`src/rtl/fa_pkg.sv`:
```
// Types, constants and golden full-adder functions shared by the full-adder
// BIST engine and its bench.
package fa_pkg;

    localparam int unsigned NUM_VECTORS = 8;

    typedef enum logic [2:0] {
        IDLE   = 3'd0,
        APPLY  = 3'd1,
        SETTLE = 3'd2,
        CHECK  = 3'd3,
        DONE   = 3'd4
    } state_e;

    function automatic logic fa_sum(input logic a, input logic b, input logic cin);
        return a ^ b ^ cin;
    endfunction

    function automatic logic fa_cout(input logic a, input logic b, input logic cin);
        return (a & b) | (a & cin) | (b & cin);
    endfunction

endpackage

```
`src/rtl/fa_golden.sv`:
```
// Combinational reference full adder that the BIST compares the device
// under test against.
module fa_golden
    import fa_pkg::*;
(
    input  logic a,
    input  logic b,
    input  logic cin,
    output logic sum,
    output logic cout
);

    assign sum  = fa_sum(a, b, cin);
    assign cout = fa_cout(a, b, cin);

endmodule

```
`src/rtl/fa_bist.sv`:
```
// Exhaustive self-test sequencer for a 1-bit full adder: applies the eight
// {a,b,cin} vectors, waits a settle window, then checks the response.
module fa_bist
    import fa_pkg::*;
#(
    parameter int unsigned SETTLE_CYCLES = 2,
    parameter int unsigned PASSES        = 1
) (
    input  logic       clk,
    input  logic       rst_n,
    input  logic       start,
    output logic       a,
    output logic       b,
    output logic       cin,
    input  logic       dut_cout,
    input  logic       dut_sum,
    output logic       busy,
    output logic       done,
    output logic       pass,
    output logic [3:0] err_count,
    output logic       fail_valid,
    output logic [2:0] fail_vec
);

    localparam logic [3:0] SETTLE_L    = 4'(SETTLE_CYCLES);
    localparam logic [3:0] LAST_PASS_L = 4'(PASSES - 1);
    localparam logic [2:0] LAST_IDX_L  = 3'(NUM_VECTORS - 1);

    state_e     state_q, state_d;
    logic [2:0] idx_q, idx_d;
    logic [3:0] settle_q, settle_d;
    logic [3:0] pass_cnt_q, pass_cnt_d;
    logic [2:0] stim_q, stim_d;
    logic       busy_q, busy_d;
    logic       done_q, done_d;
    logic       pass_q, pass_d;
    logic [3:0] err_q, err_d;
    logic       fail_valid_q, fail_valid_d;
    logic [2:0] fail_vec_q, fail_vec_d;
    logic       gold_sum_s;
    logic       gold_cout_s;
    logic       mismatch_s;

    fa_golden u_golden (
        .a    (stim_q[2]),
        .b    (stim_q[1]),
        .cin  (stim_q[0]),
        .sum  (gold_sum_s),
        .cout (gold_cout_s)
    );

    assign mismatch_s = (dut_sum != gold_sum_s) || (dut_cout != gold_cout_s);

    // Next-state and result bookkeeping for the run sequencer.
    always_comb begin
        state_d      = state_q;
        idx_d        = idx_q;
        settle_d     = settle_q;
        pass_cnt_d   = pass_cnt_q;
        stim_d       = stim_q;
        busy_d       = busy_q;
        done_d       = done_q;
        pass_d       = pass_q;
        err_d        = err_q;
        fail_valid_d = fail_valid_q;
        fail_vec_d   = fail_vec_q;
        case (state_q)
            IDLE, DONE: begin
                if (start) begin
                    state_d      = APPLY;
                    idx_d        = 3'd0;
                    pass_cnt_d   = 4'd0;
                    busy_d       = 1'b1;
                    done_d       = 1'b0;
                    pass_d       = 1'b0;
                    err_d        = 4'd0;
                    fail_valid_d = 1'b0;
                    fail_vec_d   = 3'd0;
                end else begin
                    // done/pass follow DONE by one cycle, giving the documented start-to-done latency
                    done_d = (state_q == DONE);
                    pass_d = (state_q == DONE) && (err_q == 4'd0);
                end
            end
            APPLY: begin
                stim_d = idx_q;
                busy_d = 1'b1;
                if (SETTLE_L == 4'd0) begin
                    state_d = CHECK;
                end else begin
                    state_d  = SETTLE;
                    settle_d = SETTLE_L;
                end
            end
            SETTLE: begin
                settle_d = settle_q - 4'd1;
                if (settle_q <= 4'd1) begin
                    state_d = CHECK;
                end else begin
                    state_d = SETTLE;
                end
            end
            CHECK: begin
                if (mismatch_s) begin
                    if (err_q != 4'd15) begin
                        err_d = err_q + 4'd1;
                    end else begin
                        err_d = err_q;
                    end
                    if (!fail_valid_q) begin
                        fail_valid_d = 1'b1;
                        fail_vec_d   = idx_q;
                    end else begin
                        fail_vec_d   = fail_vec_q;
                    end
                end else begin
                    err_d = err_q;
                end
                if (idx_q != LAST_IDX_L) begin
                    idx_d   = idx_q + 3'd1;
                    state_d = APPLY;
                end else if (pass_cnt_q != LAST_PASS_L) begin
                    idx_d      = 3'd0;
                    pass_cnt_d = pass_cnt_q + 4'd1;
                    state_d    = APPLY;
                end else begin
                    state_d = DONE;
                    busy_d  = 1'b0;
                end
            end
            default: begin
                state_d = IDLE;
                busy_d  = 1'b0;
            end
        endcase
    end

    // State and output registers.
    always_ff @(posedge clk or negedge rst_n) begin
        if (!rst_n) begin
            state_q      <= IDLE;
            idx_q        <= 3'd0;
            settle_q     <= 4'd0;
            pass_cnt_q   <= 4'd0;
            stim_q       <= 3'd0;
            busy_q       <= 1'b0;
            done_q       <= 1'b0;
            pass_q       <= 1'b0;
            err_q        <= 4'd0;
            fail_valid_q <= 1'b0;
            fail_vec_q   <= 3'd0;
        end else begin
            state_q      <= state_d;
            idx_q        <= idx_d;
            settle_q     <= settle_d;
            pass_cnt_q   <= pass_cnt_d;
            stim_q       <= stim_d;
            busy_q       <= busy_d;
            done_q       <= done_d;
            pass_q       <= pass_d;
            err_q        <= err_d;
            fail_valid_q <= fail_valid_d;
            fail_vec_q   <= fail_vec_d;
        end
    end

    assign a          = stim_q[2];
    assign b          = stim_q[1];
    assign cin        = stim_q[0];
    assign busy       = busy_q;
    assign done       = done_q;
    assign pass       = pass_q;
    assign err_count  = err_q;
    assign fail_valid = fail_valid_q;
    assign fail_vec   = fail_vec_q;

endmodule

```
`config.mk`:
```
export PLATFORM = sky130hd
export DESIGN_NAME = fa_bist
export DESIGN_NICKNAME = d
export VERILOG_FILES = /design/src/rtl/fa_pkg.sv /design/src/rtl/fa_golden.sv /design/src/rtl/fa_bist.sv
export SDC_FILE = /design/constraint.sdc
export NUM_CORES = 1
export LEC_CHECK = 0
export CAP_MARGIN = 10
export CORE_UTILIZATION = 39
export CTS_BUF_LIST = sky130_fd_sc_hd__clkbuf_4 sky130_fd_sc_hd__clkbuf_8 sky130_fd_sc_hd__clkbuf_16
export DETAILED_ROUTE_END_ITERATION = 8
export HOLD_SLACK_MARGIN = 0.12
export PLACE_DENSITY = 0.68
export SYNTH_ARGS = -nofsm -noshare
export SYNTH_HDL_FRONTEND = slang
export SYNTH_SLANG_ARGS = --single-unit
```
`constraint.sdc`:
```
create_clock -name clk -period 2.5 [get_ports clk]
set_input_delay 0.25 -clock clk [delete_from_list [all_inputs] [get_ports clk]]
set_output_delay 0.25 -clock clk [all_outputs]
set_load 0.005 [all_outputs]
```
==> results.toml <==
[sta]
post-route-period-util_pct = 74.8
final.setup.tns_ps = 0
hold_viol_final = 0
finClkSkew_ps = 1.53
setup_slack_ps = 629
fin_crit_ps = 1870
slew_violations = 0
fmax_mhz = 535
worst_pin_slew_ps = 668
setup_violations = 0
relSlewSlack_pct = 55.5
rsz0062_at_grt = "false"
holdWs_ps = 343

[power_and_ir_drop]
cellLeakagePower_nw = 0.805
switchingPower_uw = 710
power_density_nw_per_um2 = 985
seqPwrFrac_pct = 42.6
vdd.ir_drop.worst_v = 0.000478
internal_power_mw = 1.09
pwr-share-comb_pct = 42.0
switching_share_pct = 39.4
clkPwrFrac_pct = 15.4
total_power_mw = 1.80

[placed_design]
placed_area_um2 = 1770
placed_cells = 213
portBuffers = 18
place_congestion = 0.850
pre_cts_ws_ps = 614
hpwl_um = 2200

[die]
start_util_pct = 41.7
placeableCoreArea_um2 = 3770
die_w_um = 65.5
io_pins = 19
die_area_um2 = 4290
die-height_um = 65.5
rows = 22

[logic_synthesis]
ys_warn_count = 0
synth_cell_type_count = 45
synth_enable_flop_cells = 0
syn-num-nets = 166
seq_area_frac_synth_pct = 44.5
syn_inst = 152
synth_ff_type = "dfrtp_1"
synth_async_sr_flop_share_pct = 100
synth_area_um2 = 1570
ys_ff_latch = 28
postSynthAreaPerCell_um2 = 10.4

[critical_path]
slowest_delay_ps = 640
crit_arrival_ps = 2010
critPathLaunchType = "register"
critPathTopFamily = "simple AND/OR/NAND/NOR gates"
critPathKind = "register to register"
worstPathCellList = "or2_2 -> nor2_1 -> o31ai_1"
cp_slowest_cell = "dfrtp_1"
worst-path-buf-inv = 0
cp-end-kind = "register"
worst-path-max-fanout = 20
cp.required_ps = 2640

[final_layout]
final_design_area_no_fill_um2 = 1830
multiInputGateArea_um2 = 781
final_util_pct = 48.5
seq_area_um2 = 701
nNetsFinal = 184
layout.cells.non_filler = 217
syn_to_final_growth_pct = 16.2
drive_gt1_share_pct = 10.1
fillerInstances = 338
n_antenna_cell = 0

[outcome]
outcome = "finished clean"

[drt]
via_count = 1169
met2_length_um = 1460
top_layer = "met4"
avgRoutedWirePerCell_um = 14.1
drt_first_pass_iters = 5
wl_met1_um = 1460
vias_per_cell = 5.39
antenna_left = 0
drc_errors = 0
wl_met3_um = 88
drtIter0Drc = 43
drt_wl_total_um = 3050

[cts]
cts_setup_buffers = 0
clkTransAtPathRegs_ps = 90
clockBufferDepth = 2
numCtsBuffers = 3
worstSkewPairLatency_ps = 270
cts.sinks = 28
root_buffer = "clkbuf_8"
cts_resized = 0
cts-htree-levels = 1
cts_tree = "done"
cts_hold_buf = 0

[global_route]
grt_use_total_pct = 16.5
grt_pass1_vias = 1179
grt_max_degree = 29
overflow = 0
grt_antenna_before_repair = 0
grt_pass1_wl_um = 5380

[hold_path]
hold_path.class = "input pin to async pin"

[run]
cap_violations = 0
## Yosys cell counts (all sizes together) (2+ instances only)
library cell | number | share of area (%)
nand2b | 2 | 0.79
and3 | 2 | 0.79
o31ai | 3 | 1.4
o22ai | 2 | 0.79
buf | 5 | 2.8
ha | 8 | 6.4
o211ai | 2 | 0.95
nand3 | 3 | 0.95
dfrtp | 28 | 45
nor3 | 4 | 2.0
o21ai | 9 | 2.9
mux2i | 4 | 2.5
nand4 | 2 | 0.79
mux2 | 3 | 2.1
xnor2 | 4 | 2.2
nor3b | 3 | 2.4
nand2 | 15 | 4.1
a31oi | 3 | 1.2
nor2 | 8 | 2.4
nor4b | 2 | 1.1
a21oi | 9 | 2.9
inv | 12 | 2.9
## layout by cell type (no fill, tap or decap), types with 2 or more instances in the layout
| master | n |
|---|---|
| a21oi_1 | 9 |
| a31oi_1 | 3 |
| and3_1 | 2 |
| clkbuf_8 | 4 |
| clkdlybuf4s50_1 | 18 |
| dfrtp_1 | 28 |
| ha_1 | 8 |
| inv_1 | 12 |
| mux2_2 | 3 |
| mux2i_1 | 4 |
| nand2_1 | 14 |
| nand2b_1 | 2 |
| nand3_1 | 3 |
| nand4_1 | 2 |
| nor2_1 | 7 |
| nor3_1 | 3 |
| nor3b_2 | 3 |
| nor4b_1 | 2 |
| o211ai_1 | 2 |
| o21ai_0 | 9 |
| o22ai_1 | 2 |
| o31ai_1 | 3 |
| xnor2_1 | 4 |
## area by class of cell
cell class / instances / area share (%)
multi-input combinational: 106 / 42.7
sequential: 28 / 38.3
timing repair buffer: 19 / 10.3
tap: 48 / 3.28
clock buffer: 4 / 3.01
inverter: 12 / 2.46
## worst reg2reg max path, cell delays in order, from the launching register on
cell     delay (ps)
dfrtp_1         640
or2_2           460
nor2_1          480
o31ai_1         160
## worst paths after layout
| kind | startpoint | endpoint | slack [ps] | cells after the start |
|---|---|---|---|---|
| worst max-delay path | state_q[0] | idx_q[1] | 630 | 3 |
| worst min-delay path | rst_n | fail_vec[0] | 340 | 2 |
| worst max register to register | state_q[0] | idx_q[1] | 630 | 3 |
| worst min register to register | pass | pass | 510 | 2 |
| max in group asynchronous | rst_n | stim_q[2] | 1890 | 2 |
| min in group clk | pass | pass | 510 | 2 |
## sequential cells by signal (all words and copies together), names as in the netlist
signal,flops
settle_q,4
done,1
err_count,4
pass,1
pass_cnt_q,4
fail_valid,1
fail_vec,3
idx_q,3
stim_q,3
state_q,3
busy,1
## power groups by stage
| stage | Clock [mW] | Combinational, mW | Sequential, mW |
|---|---|---|---|
| 6_report | 0.278 | 0.757 | 0.767 |
| 5_1_grt | 0.307 | 0.845 | 0.797 |
| 4_1_cts | 0.288 | 0.762 | 0.768 |
| 3_5_place_dp | 0 | 0.757 | 0.777 |
| 3_3_place_gp | 0 | 0.731 | 0.767 |
| 2_1_floorplan | 0 | 0.613 | 0.693 |
## cells by family (layout without fill, tap and decap cells)
group | after synthesis | count (layout) | synth area share, %
buffers and inverters | 18 | 35 | 5.88
DFF | 28 | 28 | 44.5
adders and majority gates | 9 | 9 | 7.63
muxes | 7 | 7 | 4.69
and+or+nand+nor | 49 | 49 | 20.3
xor gates and xnor gates | 4 | 4 | 2.23
AOI/OAI and AO/OA | 37 | 37 | 14.8
## routing by layer
layer  vias to the layer above  GRT usage [%]
met1                       565           22.5
met5                         -              0
met3                         4           2.08
met4                         0           7.34
li1                        585              -
met2                        15           26.2
Note: power is estimated with default switching activity, not from simulation.
